File: src/rtl/mem_stall_ctrl.sv
// -----------------------------------------------------------------------------
// mem_stall_ctrl
// Holds the pipeline while the M-stage load/store completes a handshake with
// the data memory. It bubbles MEM/WB until the ack arrives and captures the
// load data for the MEM/WB read-data input.
//
// Optional feature: define MEM_TIMEOUT_EN to abort a WAIT that lasts
// TIMEOUT_CYCLES cycles. An abort sets the sticky err flag, returns
// rd = 0 and lets the instruction retire.
//
// Ports
//   clk, rst_n                 clock, asynchronous active-low reset
//   memread_m, memwrite_m      M-stage load / store
//   aluresult_m, writedata_m   M-stage address / store data
//   dmem_req/we/addr/wdata     data-memory request channel
//   dmem_ack, dmem_rdata       data-memory completion and load data
//   rd                         captured load data
//   stall_f/d/e/m              hold PC, IF/ID, ID/EX, EX/MEM
//   flush_w                    bubble into MEM/WB
//   busy                       FSM not in IDLE
//   stall_cycles               saturating count of stalled cycles
//   err                        sticky timeout flag
// -----------------------------------------------------------------------------
module mem_stall_ctrl #(
   parameter int unsigned TIMEOUT_CYCLES = 16
) (
   input  logic        clk,
   input  logic        rst_n,
   input  logic        memread_m,
   input  logic        memwrite_m,
   input  logic [31:0] aluresult_m,
   input  logic [31:0] writedata_m,
   output logic        dmem_req,
   output logic        dmem_we,
   output logic [31:0] dmem_addr,
   output logic [31:0] dmem_wdata,
   input  logic        dmem_ack,
   input  logic [31:0] dmem_rdata,
   output logic [31:0] rd,
   output logic        stall_f,
   output logic        stall_d,
   output logic        stall_e,
   output logic        stall_m,
   output logic        flush_w,
   output logic        busy,
   output logic [15:0] stall_cycles,
   output logic        err
);

   typedef enum logic [1:0] {
      S_IDLE = 2'd0,
      S_WAIT = 2'd1,
      S_DONE = 2'd2
   } state_e;

   state_e      state_q, state_d;
   logic [31:0] rdata_q, rdata_d;
   logic [15:0] stall_cnt_q, stall_cnt_d;
   logic        access_s;
   logic        req_raw_s;
   logic        req_s;

`ifdef MEM_TIMEOUT_EN
   localparam logic [15:0] WAIT_LAST = 16'(TIMEOUT_CYCLES - 1);
   logic [15:0] wait_cnt_q, wait_cnt_d;
   logic        err_q, err_d;
`else
   // Parameter is only meaningful with the timeout feature.
   logic unused_cfg_s;
   assign unused_cfg_s = ^32'(TIMEOUT_CYCLES);
`endif

   assign access_s = memread_m | memwrite_m;

   // Next-state, request generation and load-data capture.
   always_comb begin
      state_d   = state_q;
      rdata_d   = rdata_q;
      req_raw_s = 1'b0;
`ifdef MEM_TIMEOUT_EN
      wait_cnt_d = wait_cnt_q;
      err_d      = err_q;
`endif
      case (state_q)
         S_IDLE: begin
            if (access_s) begin
               req_raw_s = 1'b1;
               if (dmem_ack) begin
                  state_d = S_DONE;
                  if (!memwrite_m) begin
                     rdata_d = dmem_rdata;
                  end else begin
                     rdata_d = rdata_q;
                  end
               end else begin
                  state_d = S_WAIT;
`ifdef MEM_TIMEOUT_EN
                  wait_cnt_d = 16'd0;
`endif
               end
            end else begin
               state_d = S_IDLE;
            end
         end
         S_WAIT: begin
            req_raw_s = 1'b1;
            if (dmem_ack) begin
               state_d = S_DONE;
               if (!memwrite_m) begin
                  rdata_d = dmem_rdata;
               end else begin
                  rdata_d = rdata_q;
               end
`ifdef MEM_TIMEOUT_EN
            end else if (wait_cnt_q == WAIT_LAST) begin
               // Abort: retire the instruction with zero data.
               state_d = S_DONE;
               rdata_d = 32'h0000_0000;
               err_d   = 1'b1;
            end else begin
               wait_cnt_d = wait_cnt_q + 16'd1;
`else
            end else begin
               state_d = S_WAIT;
`endif
            end
         end
         S_DONE: begin
            state_d = S_IDLE;
         end
         default: begin
            state_d = S_IDLE;
         end
      endcase
   end

   // Gate with rst_n so a reset drops the request in the same cycle even if
   // the M-stage still presents an access.
   assign req_s = rst_n & req_raw_s;

   // Saturating stall-cycle counter.
   always_comb begin
      if (req_s && (stall_cnt_q != 16'hFFFF)) begin
         stall_cnt_d = stall_cnt_q + 16'd1;
      end else begin
         stall_cnt_d = stall_cnt_q;
      end
   end

   // State and data registers.
   always_ff @(posedge clk or negedge rst_n) begin
      if (!rst_n) begin
         state_q     <= S_IDLE;
         rdata_q     <= 32'h0000_0000;
         stall_cnt_q <= 16'h0000;
      end else begin
         state_q     <= state_d;
         rdata_q     <= rdata_d;
         stall_cnt_q <= stall_cnt_d;
      end
   end

`ifdef MEM_TIMEOUT_EN
   // WAIT-cycle counter and sticky error flag.
   always_ff @(posedge clk or negedge rst_n) begin
      if (!rst_n) begin
         wait_cnt_q <= 16'h0000;
         err_q      <= 1'b0;
      end else begin
         wait_cnt_q <= wait_cnt_d;
         err_q      <= err_d;
      end
   end
   assign err = err_q;
`else
   assign err = 1'b0;
`endif

   assign dmem_req     = req_s;
   assign dmem_we      = req_s & memwrite_m;
   assign dmem_addr    = req_s ? aluresult_m : 32'h0000_0000;
   assign dmem_wdata   = req_s ? writedata_m : 32'h0000_0000;
   assign stall_f      = req_s;
   assign stall_d      = req_s;
   assign stall_e      = req_s;
   assign stall_m      = req_s;
   assign flush_w      = req_s;
   assign busy         = (state_q != S_IDLE);
   assign rd           = rdata_q;
   assign stall_cycles = stall_cnt_q;

endmodule

File: config.mk
export PLATFORM = sky130hd
export DESIGN_NAME = mem_stall_ctrl
export DESIGN_NICKNAME = d
export VERILOG_FILES = /design/src/rtl/mem_stall_ctrl.sv
export SDC_FILE = /design/constraint.sdc
export NUM_CORES = 1
export LEC_CHECK = 0
export BUFFER_PORTS_ARGS = -buffer_cell sky130_fd_sc_hd__buf_2
export CAP_MARGIN = 20
export CORE_AREA = 2 2 86 88
export CTS_CLUSTER_DIAMETER = 150
export DETAILED_ROUTE_END_ITERATION = 10
export DIE_AREA = 0 0 88 90
export MAX_ROUTING_LAYER = met4
export PLACE_DENSITY = 0.77
export SYNTH_ARGS = -nofsm -noshare
export SYNTH_HDL_FRONTEND = slang
export SYNTH_SLANG_ARGS = --single-unit
File: constraint.sdc
create_clock -name clk -period 2.1 [get_ports clk]
set_clock_uncertainty 0.05 [all_clocks]
set_input_delay 0 -clock clk [delete_from_list [all_inputs] [get_ports clk]]
set_output_delay 0 -clock clk [all_outputs]
set_load 0.02 [all_outputs]
### Yosys cells after proc, flatten, opt, wreduce, memory -nomap -nowiden

Index checks and enable logic that the tools add are counted.
W data, S select, Z words.

* register bits after elaboration: 50
* input port bits: 101
* output and inout port bits: 121
* word-level logic and storage cells: 26

* add/sub/neg operators: 1
* equal/unequal tests: 3
* multiplexer cells: 11
* bitwise gates (word level): 3
* reductions and logical operators: 5

Operator list (number)
* $mux W32: 5
* $pmux W32 S2: 1
* $add A16 B1 Y16 const B: 1
* $ne A16 B16 Y1 const B: 1
* $mux W2: 2
* $pmux W2 S2: 1
* $reduce_bool A2 Y1: 2
* $and A1 B1 Y1: 2
* $eq A2 B1 Y1 const B: 1
* $logic_not A2 Y1: 1
* $ne A2 B2 Y1 const B: 1
* $pmux W1 S2: 1
* $reduce_and A2 Y1: 1
* $logic_and A1 B1 Y1: 1
* $mux W1: 1
* $or A1 B1 Y1: 1

### Longest topological paths before layout

Gate-level depths: netlist of the first run.

* word-level depth: 5
* mapped depth: 7
* mapped depth without buffers: 5

### Least setup slack after synthesis of the first run

OpenSTA, ideal clock, no wires.

* path kind: register to register
* start point: reg stall_cnt_q[0] (netlist: stall_cycles[0])
* end point: reg stall_cnt_q[1] (netlist: stall_cycles[1])
* library setup time: 0.125 ns
* data arrival time: 1.651 ns
* required time: 1.925 ns
* slack: 0.274 ns
* stages on the path, launching flop included: 6
* buffers on the path: 0
* clock period less this slack: 1.826 ns
* path through: dfrtp_1 > ha_1 > nand3_1 > nor4_4 > nor2_2 > mux2_4

* word-level cells in the longest chain between the ends: 2
* elaborated cells between the ends (all ways): 3
* those cells by class: add/sub: 1; eq/ne: 1; reduce/logical: 1

Ends and longest elaborated chain
* from (decl): RTL line 58 `logic [15:0] stall_cnt_q, stall_cnt_d;`
* from (signal assigned): RTL line 159 `stall_cnt_q <= stall_cnt_d;`
* parallel branches: the longest is 2 deep, another holds $add A16 B1 Y16

Several ways; the timed one is not identified.
A chain may end at the register's enable or synchronous reset.

### Final worst setup path of the first run

* start point: reg state_q[0]
* end point: out dmem_wdata[19]

* word-level cells in the longest chain between the ends: 4
* elaborated cells between the ends (all ways): 5
* those cells by class: eq/ne: 1; mux: 2; bitwise: 1; reduce/logical: 1

Ends and longest elaborated chain
* from (decl): RTL line 56 `state_e state_q, state_d;`
* from (signal assigned): RTL line 157 `state_q <= state_d;`
* $eq A2 B1 Y1 or $logic_not A2 Y1 (tied branches): RTL line 84 `case (state_q)`
* $pmux W1 S2 (*): RTL line 84
* $and A1 B1 Y1 (*): RTL line 139 `assign req_s = rst_n & req_raw_s;`
* $mux W32 (*): RTL line 182 `assign dmem_wdata = req_s ? writedata_m : 32'h0000_0000;`
* to (decl): RTL line 36 `output logic [31:0] dmem_wdata,`

Every way passes the cells marked *; elsewhere a longest branch is shown, timed or not.

==> metrics.txt, run 1 <==
Max Used Layer=met4; die area=7920 sq um; hold endpoint=state_q[1]$_DFF_PN0_; Synth Area in XOR/XNOR=0.0372; startpoint types=register; synthesized area=2590 sq um; vias in the first global route=2658; CTS Buffer Depth=2; Finished Cell Area=4210 sq um; ANT nets after route=0; worst slew pin tran=609 ps; final hold slack=77.4 ps; total chip power=3.19 mW; Synth top area share=0.484; Final Setup Violations=0; CTS buffer count=5; total congestion overflow=0; Die Span Y=90 um; routed vias=2597; mux cell area share after synthesis=0.154; Synth Area in Compound Gates=0.00870; root buffer cell=clkbuf_8; Leak=2.30 nW; Syn Inst Count=231; Rows=31; largest net degree at the start of global routing=74; drt wl/cell=13.5 um; Crit Path Class=register to output port; max-slew violation count=0; share of cells above drive strength 1=0.572; n_diodes=0; GP Congestion=0.889; Final period util=0.904; Worst-path clk slew=90 ps; synth unique cells=35; Adder-Cell Fraction of Synth Area=0.00484; Final min period=1900 ps; placed insts=535; Power Dens Cells=758 nW/um^2; Yosys top cell by area=dfrtp_1; YS warnings=0; core area=7020 sq um; EDFF count, synth=0; I/O pin count=222; initial antenna violation count=0; Worst VDD drop=0.000394 V; global-route wire length before repair=12400 um; detailed-route wire length=7810 um; Met3 Wirelength=539 um; DR WL met2=4140 um; Die Span X=88 um; Total GRT Usage=0.200; Max-cap violations=0; WL met1=3000 um; Highest Clock Rate=527 MHz; RR Startpoint=stall_cycles[0]$_DFFE_PN0P_; Worst Reg-to-Reg Cells=5; min-delay worst type=input port to register; setup TNS=0 ps; Worst Path Arrival=1850 ps; Worst Path Max Fanout=73; Remaining DRCs=0; H-tree depth=2; WP data required=2050 ps; max_slew headroom=0.594; #FFs+latches synth=50; via/cell ratio=4.49; FF-to-FF End=stall_cycles[1]$_DFFE_PN0P_; post-synthesis simple-gate area fraction=0.267; Mean Syn Cell Area=11.2 sq um; prevailing post-synth register cell=dfrtp_1; Skew-Pair Late Insertion Delay=300 ps; DP Area=3760 sq um; post-DP HPWL=5770 um; final worst slack=202 ps; async set-reset flop share out of synthesis=1.00; drt first-iter violations=126; status=completed; hold depth=3; total clock sinks=50; CTS tree=yes; fin nets=580; final hold vios=0; main combinational cell family by area after synthesis=simple AND/OR/NAND/NOR gates; RSZ-0062 raised after global routing=no; Starting Density=0.369; critical hold path startpoint=memread_m; IO buf count=220; Setup Buffers After CTS=0; worst reg2reg setup slack=230 ps; synth top area cells=dfrtp_1 48%, and2_1 16%, mux2_2 14%; final core occ=0.599; syn nets=333; First-pass DRT Iterations=4; sequential fraction of the synthesis area=0.484; Setup WS pre-CTS=171 ps; area added between synthesis and finish=62.6%; element type at the critical path end=output port; Final Non-Filler Cells=578
## per-layer routing
metal	up-vias	GRT usage
li1	1250	-
met1	1206	0.229
met2	130	0.354
met3	11	0.0376
met4	0	0.0551
met5	-	-
## worst max-delay path, cell delays in order (launching register included)
cell and delay [ps]:
dfrtp_1 400, nor3_2 200, nand2b_2 280, inv_1 100
buf_12 190, and2_1 200, buf_2 160
## cell families (layout without fill, tap and decap cells)
| group | Yosys count | in the layout |
|---|---|---|
| other cells | 1 | 1 |
| compound gates | 4 | 4 |
| xor+xnor | 11 | 11 |
| simple gates | 109 | 109 |
| mux | 35 | 35 |
| buf+inv | 20 | 268 |
| flops | 50 | 50 |
| fa+ha+maj | 1 | 1 |
## sequential cells by signal, summed over array words and instances (netlist names)
| signal | cells |
|---|---|
| state_q | 2 |
| stall_cycles | 16 |
| rd | 32 |
## power breakdown
part | switching [mW] | internal (mW) | leakage, nW
combinational | 0.711 | 0.548 | 1.64
clock | 0.311 | 0.265 | 0.0472
sequential | 0.176 | 1.18 | 0.612
total | 1.20 | 1.99 | 2.30
## synth_stat cells, drive strengths merged, types with 2 or more instances
library cell,number
and2,66
and3,3
buf,11
clkbuf,7
dfrtp,50
inv,2
mux2,35
nand2,4
nand3,6
nand4,6
nor2,4
nor2b,2
nor3,8
nor3b,2
nor4,2
o21ai,3
xnor2,2
xor2,9
## worst max-delay path by stage
stage	startpoint	endpoint	slack, ps	cells past startpoint
floorplan	stall_cycles[0]$_DFFE_PN0P_	stall_cycles[1]$_DFFE_PN0P_	270	5
global placement	stall_cycles[0]$_DFFE_PN0P_	stall_cycles[1]$_DFFE_PN0P_	260	5
detailed placement	stall_cycles[1]$_DFFE_PN0P_	stall_cycles[1]$_DFFE_PN0P_	170	5
CTS	state_q[0]$_DFF_PN0_	dmem_addr[15]	50	6
global route	state_q[0]$_DFF_PN0_	dmem_wdata[19]	6	6
finish	state_q[0]$_DFF_PN0_	dmem_wdata[19]	200	6
## timing repair
| item | in CTS | in global routing |
|---|---|---|
| endpoints found under the setup margin | 0 | 65 |
| gates resized for setup | 0 | 2 |
| hold buffers | 35 | 0 |
| hold endpoints to repair | 84 | 0 |
## final cells by class
| class | count | area, sq um |
|---|---|---|
| fillers | 597 | 2810 |
| repair buffers | 258 | 1500 |
| flip-flops and latches | 50 | 1250 |
| multi-input cells | 161 | 1230 |
| well taps | 99 | 124 |
| clock buffers | 6 | 82.6 |
| clock inverters | 2 | 12.5 |
| inverters | 2 | 7.51 |
## layout by cell type (no fill, tap or decap), types with 2 or more instances in the layout
master / count
nand4_2: 2
and2_1: 66
nor2_1: 3
clkbuf_8: 6
nor2b_2: 2
nand3_1: 6
buf_12: 2
xor2_1: 9
nor3_1: 7
buf_2: 220
and3_1: 3
mux2_2: 33
nand2_1: 4
o21ai_0: 3
xnor2_1: 2
inv_1: 2
dfrtp_1: 50
nor3b_1: 2
nand4_1: 4
dlygate4sd3_1: 35
No activity file was read; power rests on OpenSTA's default activity.
==> run 2: changes to the inputs <==
Settings changed: RECOVER_POWER from default to 100.
Clock period 2.1 ns to 2 ns, I/O delays scaled along.
==> metrics.txt, run 2 (synthesis gave the netlist of run 1 again) <==
status=completed; placed insts=537; root buffer cell=clkbuf_8; most frequent cells in the layout=101 x buf_2, 66 x and2_1, 64 x clkbuf_2; largest net degree at the start of global routing=74; routed vias=2588; Setup WS pre-CTS=297 ps; Starting Density=0.369; I/O pin count=222; core area=7020 sq um; DR WL met2=4070 um; IO buf count=220; setup TNS=0 ps; final worst slack=104 ps; worst reg2reg setup slack=130 ps; post-DP HPWL=5690 um; CTS Buffer Depth=2; Final Setup Violations=0; CTS buffer count=5; total chip power=3.33 mW; die area=7920 sq um; total congestion overflow=0; RSZ-0062 raised after global routing=no; Die Span Y=90 um; vias in the first global route=2569; DP Area=3770 sq um; First-pass DRT Iterations=4; detailed-route wire length=7950 um; worst slew pin tran=1200 ps; min-delay worst type=input port to register; global-route wire length before repair=11900 um; fin nets=583; GP Congestion=0.899; WP data required=1950 ps; via/cell ratio=4.45; Max Used Layer=met4; Die Span X=88 um; max reg flops=32; Highest Clock Rate=527 MHz; max-slew violation count=0; Skew-Pair Late Insertion Delay=300 ps; final hold vios=0; startpoint types=register; Total GRT Usage=0.192; initial antenna violation count=0; Power Dens Cells=800 nW/um^2; Worst Path Max Fanout=36; Final period util=0.948; drt first-iter violations=55; Finished Cell Area=4170 sq um; commonest non-fill, non-tap cell in the layout=buf_2; max_slew headroom=0.198; total clock sinks=50; Remaining DRCs=0; Max-cap violations=0; H-tree depth=2; Crit Path Class=register to output port; share of cells above drive strength 1=0.450; WL met1=3240 um; element type at the critical path end=output port; ANT nets after route=0; Leak=2.09 nW; Worst VDD drop=0.000409 V; CTS tree=yes; Worst-path clk slew=90 ps; Final min period=1900 ps; drt wl/cell=13.7 um; Worst Path Arrival=1850 ps; n_diodes=0; Rows=31; Final Non-Filler Cells=581; Met3 Wirelength=559 um; area added between synthesis and finish=61.0%
run 2: cell type report:
| type | instances | area, sq um |
|---|---|---|
| Fill cell | 626 | 2860 |
| Timing Repair Buffer | 261 | 1460 |
| Sequential cell | 50 | 1250 |
| Multi-Input combinational cell | 161 | 1210 |
| Tap cell | 99 | 124 |
| Clock buffer | 7 | 96.3 |
| Clock inverter | 1 | 8.76 |
| Inverter | 2 | 7.51 |
run 2: worst max-delay path, stage by stage (launching register included):
cell and delay [ps]:
dfrtp_1 400, nor3_2 220, nand2b_4 240, inv_1 130, clkbuf_16 230, and2_1 170
clkbuf_2 150
run 2: timing repair:
action,4_1_cts,5_1_grt
setup endpoints to repair,0,64
setup buffers,0,0
hold buffers,35,0
resized for setup,0,3
hold endpoints to repair,84,0
run 2: worst paths after layout:
| check | startpoint | to | depth (start not counted) |
|---|---|---|---|
| worst max-delay path | state_q[0]$_DFF_PN0_ | dmem_addr[5] | 6 |
| worst min-delay path | memread_m | state_q[1]$_DFF_PN0_ | 3 |
| worst max register to register | stall_cycles[0]$_DFFE_PN0P_ | stall_cycles[1]$_DFFE_PN0P_ | 6 |
| worst min register to register | rd[2]$_DFFE_PN0P_ | rd[2]$_DFFE_PN0P_ | 1 |
| max in group asynchronous | rst_n | stall_cycles[8]$_DFFE_PN0P_ | 3 |
| min in group asynchronous | rst_n | state_q[0]$_DFF_PN0_ | 3 |
run 2: routing by layer:
metal  GRT usage  vias to the layer above
li1            -                     1269
met1       0.224                     1185
met2       0.335                      126
met3      0.0349                        8
met4      0.0538                        0
met5           -                        -
run 2: power breakdown:
| part | switching, mW | internal (mW) | leakage (nW) |
|---|---|---|---|
| Sequential | 0.187 | 1.24 | 0.612 |
| Combinational | 0.764 | 0.502 | 1.43 |
| Clock | 0.323 | 0.317 | 0.0544 |
run 2: per-stage QoR:
step                      utilization  hold slack, ps
after global placement          0.537             120
after global routing            0.593             167
after detailed placement        0.537             138
final                           0.593             102
after floorplan                     -            -346
after CTS                       0.602            93.6
